--- src/rtl/cpu_pkg.sv ---
// Shared CPU constants: RAM geometry and control-word bit positions.
// Imported by the program memory, its bus interface and the bench.
package cpu_pkg;
    localparam int ADDR_W    = 4;
    localparam int RAM_BYTES = 16;

    localparam int CW_NLMA = 11;
    localparam int CW_NLMD = 10;
    localparam int CW_NCE  = 9;
    localparam int CW_NLR  = 8;

    typedef logic [7:0] byte_t;
endpackage

--- src/rtl/program_memory_if.sv ---
// Shared-bus side of the program memory: bus data plus the four
// active-low control-word strobes that steer it in run mode.
interface program_memory_if;
    import cpu_pkg::*;

    byte_t bus_in;
    byte_t bus_out;
    logic  bus_oe;
    logic  n_lma;
    logic  n_lmd;
    logic  n_ce;
    logic  n_lr;

    modport master (
        output bus_in, n_lma, n_lmd, n_ce, n_lr,
        input  bus_out, bus_oe
    );

    modport slave (
        input  bus_in, n_lma, n_lmd, n_ce, n_lr,
        output bus_out, bus_oe
    );
endinterface

--- src/rtl/sync_edge.sv ---
// Two-flop synchronizer for an asynchronous pin, plus a delay flop
// so a one-cycle pulse marks each synchronized rising edge.
module sync_edge (
    input  logic clk,
    input  logic rst_n,
    input  logic async_in,
    output logic level,
    output logic rise
);
    logic s1;
    logic s2;
    logic d;

    // Metastability chain followed by the edge-detect history flop.
    always_ff @(posedge clk) begin
        if (!rst_n) begin
            s1 <= 1'b0;
            s2 <= 1'b0;
            d  <= 1'b0;
        end else begin
            s1 <= async_in;
            s2 <= s1;
            d  <= s2;
        end
    end

    assign level = s2;
    assign rise  = s2 & ~d;
endmodule

--- src/rtl/program_memory.sv ---
// MAR, MDR and flip-flop RAM on the shared bus, with a loader that
// fills the RAM from dedicated pins while the CPU is held.
module program_memory #(
    parameter int RAM_BYTES = cpu_pkg::RAM_BYTES,
    parameter int ADDR_W    = cpu_pkg::ADDR_W
) (
    input  logic              clk,
    input  logic              rst_n,
    program_memory_if.slave   bus,
    input  logic              prog_mode,
    input  logic [7:0]        prog_data,
    input  logic              prog_strobe,
    output logic [ADDR_W-1:0] prog_addr,
    output logic              prog_done,
    output logic              cpu_hold
);
    logic [ADDR_W-1:0] mar;
    logic [7:0]        mdr;
    logic [7:0]        mem [RAM_BYTES];
    logic              pm_s;
    logic              pm_rise;
    logic              pm_q;
    logic              st_s;
    logic              st_rise;

    sync_edge u_pm_sync (
        .clk      (clk),
        .rst_n    (rst_n),
        .async_in (prog_mode),
        .level    (pm_s),
        .rise     (pm_rise)
    );

    sync_edge u_st_sync (
        .clk      (clk),
        .rst_n    (rst_n),
        .async_in (prog_strobe),
        .level    (st_s),
        .rise     (st_rise)
    );

    // Loader writes while held; one cleanup cycle on exit; else run mode.
    always_ff @(posedge clk) begin
        if (!rst_n) begin
            mar       <= '0;
            mdr       <= '0;
            prog_addr <= '0;
            prog_done <= 1'b0;
            pm_q      <= 1'b0;
            for (int i = 0; i < RAM_BYTES; i++) begin
                mem[i] <= '0;
            end
        end else begin
            pm_q <= pm_s;
            if (pm_s) begin
                if (pm_rise) begin
                    prog_addr <= '0;
                    prog_done <= 1'b0;
                end else if (st_rise && !prog_done) begin
                    mem[prog_addr] <= prog_data;
                    prog_addr      <= prog_addr + 1'b1;
                    if (prog_addr == ADDR_W'(RAM_BYTES - 1)) begin
                        prog_done <= 1'b1;
                    end
                end
            end else if (pm_q) begin
                prog_addr <= '0;
                prog_done <= 1'b0;
                mar       <= '0;
            end else begin
                if (!bus.n_lr) begin
                    mem[mar] <= mdr;
                end
                if (!bus.n_lma) begin
                    mar <= bus.bus_in[ADDR_W-1:0];
                end
                if (!bus.n_lmd) begin
                    mdr <= bus.bus_in;
                end
            end
        end
    end

    assign bus.bus_out = mem[mar];
    assign bus.bus_oe  = ~bus.n_ce & ~pm_s;
    assign cpu_hold    = pm_s;

    // The level of the strobe is only needed for its edge.
    logic unused_st;
    assign unused_st = st_s;
endmodule

--- src/flat_wrapper.sv ---
// flat-port wrapper written by rule: the top's interface ports become plain ports
module program_memory_flat 
#(
    parameter int RAM_BYTES = cpu_pkg::RAM_BYTES,
    parameter int ADDR_W    = cpu_pkg::ADDR_W
)
  (clk, rst_n, prog_mode, prog_data, prog_strobe, prog_addr, prog_done, cpu_hold, bus_bus_in, bus_n_lma, bus_n_lmd, bus_n_ce, bus_n_lr, bus_bus_out, bus_bus_oe);
  program_memory_if bus_i ();
  input  logic clk;
  input  logic rst_n;
  input  logic prog_mode;
  input  logic [7:0] prog_data;
  input  logic prog_strobe;
  output logic [ADDR_W-1:0] prog_addr;
  output logic prog_done;
  output logic cpu_hold;
  input wire logic [$bits(bus_i.bus_in)-1:0] bus_bus_in;
  input wire logic [$bits(bus_i.n_lma)-1:0] bus_n_lma;
  input wire logic [$bits(bus_i.n_lmd)-1:0] bus_n_lmd;
  input wire logic [$bits(bus_i.n_ce)-1:0] bus_n_ce;
  input wire logic [$bits(bus_i.n_lr)-1:0] bus_n_lr;
  output wire logic [$bits(bus_i.bus_out)-1:0] bus_bus_out;
  output wire logic [$bits(bus_i.bus_oe)-1:0] bus_bus_oe;
  assign bus_i.bus_in = bus_bus_in;
  assign bus_i.n_lma = bus_n_lma;
  assign bus_i.n_lmd = bus_n_lmd;
  assign bus_i.n_ce = bus_n_ce;
  assign bus_i.n_lr = bus_n_lr;
  assign bus_bus_out = bus_i.bus_out;
  assign bus_bus_oe = bus_i.bus_oe;
  program_memory #(.RAM_BYTES(RAM_BYTES), .ADDR_W(ADDR_W)) u_core (.clk(clk), .rst_n(rst_n), .bus(bus_i), .prog_mode(prog_mode), .prog_data(prog_data), .prog_strobe(prog_strobe), .prog_addr(prog_addr), .prog_done(prog_done), .cpu_hold(cpu_hold));
endmodule
--- config.mk ---
export PLATFORM = sky130hd
export DESIGN_NAME = program_memory_flat
export DESIGN_NICKNAME = d
export VERILOG_FILES = /design/src/rtl/cpu_pkg.sv /design/src/rtl/program_memory_if.sv /design/src/rtl/sync_edge.sv /design/src/rtl/program_memory.sv /design/src/flat_wrapper.sv
export SDC_FILE = /design/constraint.sdc
export NUM_CORES = 1
export LEC_CHECK = 0
export BUFFER_PORTS_ARGS = -buffer_cell sky130_fd_sc_hd__buf_2
export CAP_MARGIN = 20
export CORE_ASPECT_RATIO = 0.6
export CORE_MARGIN = 2
export CORE_UTILIZATION = 28
export DETAILED_ROUTE_END_ITERATION = 12
export PLACE_DENSITY = 0.41
export SYNTH_ARGS = -nofsm -noshare
export SYNTH_HDL_FRONTEND = slang
export SYNTH_SLANG_ARGS = --single-unit
--- constraint.sdc ---
create_clock -name clk -period 6 [get_ports clk]
set_input_delay 0.6 -clock clk [delete_from_list [all_inputs] [get_ports clk]]
set_output_delay 0.6 -clock clk [all_outputs]
set_load 0.02 [all_outputs]
==> results_dict.tcl <==
set metrics [dict create \
    cp.required_ns 5.40 \
    syn_to_final_growth_pct 16.7 \
    syn_area_sq_um 6870 \
    r2r_slack_ns 3.04 \
    hold_buffers 0 \
    post_drt_wl_per_cell_um 23.0 \
    ir_drop_mv 0.192 \
    drt_iter0_drc 567 \
    vias 4488 \
    core_sq_um 24100 \
    netSwitchingPower_uw 621 \
    postSynthCellCount 517 \
    num_rows 44 \
    clock-sinks 155 \
    maxCapViolCount 0 \
    grt_use_met1_pct 28.9 \
    synth_top_area_cell "edfxtp_1" \
    setup_viol 0 \
    met2_usage_pct 19.0 \
    startpoint_type "register" \
    die-area_sq_um 25800 \
    fin_crit_sh_pct 58.5 \
    cts-resized-gates 0 \
    worst_pin_slew_ns 1.10 \
    track_usage_pct 16.7 \
    crit_buf_inv 2 \
    start_util_pct 28.5 \
    dr.pass1.iters 5 \
    rsz0062_at_grt "no" \
    path_cells "buf_4 > mux4_2 > a22oi_1 > nand2_1 > buf_2" \
    drive_above_1_share_pct 24.7 \
    synth_top_area_share_pct 56.0 \
    p_sw_share_pct 25.1 \
    fp.dieW_um 206 \
    crit_family "flip-flops" \
    cts_root_buffer "clkbuf_16" \
    pwr-share-clk_pct 42.2 \
    ys_ff_latch 155 \
    slowest_stage "dfxtp_2" \
    numPortBuffers 38 \
    antenna_found_initial 0 \
    skew_ns 0.0117 \
    clkSlewWorstSetupHoldPaths_ns 0.06 \
    ioPinCount 39 \
    hold_class "in2reg" \
    drc 0 \
    die_h_um 125 \
    ys_types 38 \
    cts_buffers 17 \
    gp_congestion 0.852 \
    htreeDepth 4 \
    insertion_delay_ns 0.43 \
    grt_max_degree 45 \
    clk_path_buf_depth 2 \
    post_cts_buffers 0 \
    powerDensity_nw_per_um2 310 \
    finalNetCount 586 \
    p_leak_uw 0.00272 \
    nFillCells 2378 \
    power_frac_comb_pct 8.3 \
    vias_per_cell 5.01 \
    seq_power_share_pct 49.5 \
    ys_async_sr_fraction_pct 0 \
    crit_type "reg2out" \
    synth_flop_cell "edfxtp_1" \
    synth-edff-count 128 \
    syn_area_per_cell_sq_um 13.3 \
    finalCriticalPeriod_ns 3.51 \
    dp_hpwl_um 14800 \
    grt_busiest_layer "met1" \
    grt_pass1_vias 4227 \
    cp_max_fo 17 \
    power.internal_uw 1860 \
    hold_viol 0 \
    relSlewSlack_pct 25.7 \
    max_stage_delay_ns 0.78 \
    ant_nets 0 \
    n_antenna_cell 0 \
    grtUsageMet3_pct 4.74 \
    synthTopCellsByArea "edfxtp_1, mux4_2, dfxtp_1" \
    yosysWarnings 0 \
    cts_tree "built" \
    seq_area_frac_synth_pct 63.8 \
    grt_pass1_wl_um 30100 \
    fmax_mhz 285 \
    grt-ovfl-total 0 \
    synth_nets 542 \
    cp-end-kind "output port" \
    tns_ns 0 \
    outcome "finished clean" \
    slew_violations 0 \
    arrival_ns 2.91 \
    utilization_pct 33.2 \
    wirelength_um 20600 \
]
## power groups by stage
stage	clock network (uW)	registers [uW]	logic [uW]
after floorplan	0	1240	132
after CTS	1060	1230	201
after global placement	0	1250	199
after global routing	1110	1230	217
after detailed placement	0	1250	201
final	1050	1230	205
## metrics by stage
step                      hold slack [ns]  instance area (sq um)  std cells  setup slack [ns]  total power, uW
after floorplan                     0.412                   6870        517              3.12             1370
after global placement              0.419                   7390        856              2.04             1450
after detailed placement            0.424                   7390        856              1.93             1450
after CTS                           0.370                   7960        888              2.38             2490
after global routing                0.376                   8010        896              2.27             2560
final                               0.385                   8010        896              2.49             2480
## cell usage in the layout, fill, tap and decap left out, types with 4 or more instances in the layout
master	n
nand2_1	17
nor2_1	134
nand3_1	34
nor2b_1	15
o21ai_0	17
mux2i_1	10
clkbuf_16	17
clkinvlp_4	5
mux4_2	32
buf_2	43
edfxtp_1	128
and2_1	9
inv_6	4
buf_4	16
a22oi_1	21
mux2_2	8
dfxtp_1	26
## flip-flops by register name (all words and copies together), names as in the netlist, named ones only
signal,cells
u_core.mem,128
u_core.mdr,8
u_core.mar,4
u_core.prog_addr,4
u_core.pm_q,1
u_core.prog_done,1
u_core.u_pm_sync.level,1
u_core.u_pm_sync.s1,1
u_core.u_st_sync.d,1
u_core.u_st_sync.level,1
u_core.u_st_sync.s1,1
## layout make-up
cell class              instances  area [sq um]  area share [%]
inverters                       1          3.75          0.0469
flip-flops and latches        155          4390            54.7
multi-input cells             324          2290            28.6
clock buffers                  17           425            5.31
well taps                     322           403            5.03
repair buffers                 62           362            4.51
clock inverters                15           140            1.75
## worst register-to-register path, stage by stage (launching register included)
cell	delay, ns
dfxtp_1	0.43
nor4b_4	0.42
buf_6	0.25
nor3b_1	0.25
a31oi_2	0.05
buf_4	0.27
o21ai_0	0.91
## synthesized netlist by cell type, drive strengths merged, types with 3 or more instances
| cell | number |
|---|---|
| a22oi | 21 |
| and2 | 9 |
| buf | 22 |
| clkbuf | 15 |
| dfxtp | 27 |
| edfxtp | 128 |
| mux2 | 10 |
| mux2i | 10 |
| mux4 | 32 |
| nand2 | 17 |
| nand3 | 34 |
| nor2 | 134 |
| nor2b | 15 |
| nor3 | 3 |
| o21ai | 17 |
## path summary, 6_finish.rpt
| kind | from | endpoint | depth (start not counted) |
|---|---|---|---|
| worst max-delay path | register | bus_bus_out[5] | 5 |
| worst min-delay path | prog_strobe | u_core.u_st_sync.s1 | 2 |
| worst max register to register | u_core.u_pm_sync.level | u_core.mem[0][0] | 6 |
| worst min register to register | u_core.u_pm_sync.s1 | u_core.u_pm_sync.level | 1 |
## cell families (layout without fill, tap and decap cells)
kind of cell | Yosys count | in the layout | share of synthesized area [%]
buf+inv | 38 | 95 | 2.97
flops | 155 | 155 | 63.8
simple gates | 221 | 221 | 14.4
mux | 52 | 52 | 13.7
fa+ha+maj | 1 | 1 | 0.182
compound gates | 50 | 50 | 4.87
## layer usage
layer / share of wire, % / wire, um
met1: 53 / 11000
met3: 9.1 / 1870
met4: 1.0 / 210
met5: 0 / 0
met2: 36 / 7500
Note: power is estimated with default switching activity, not from simulation.
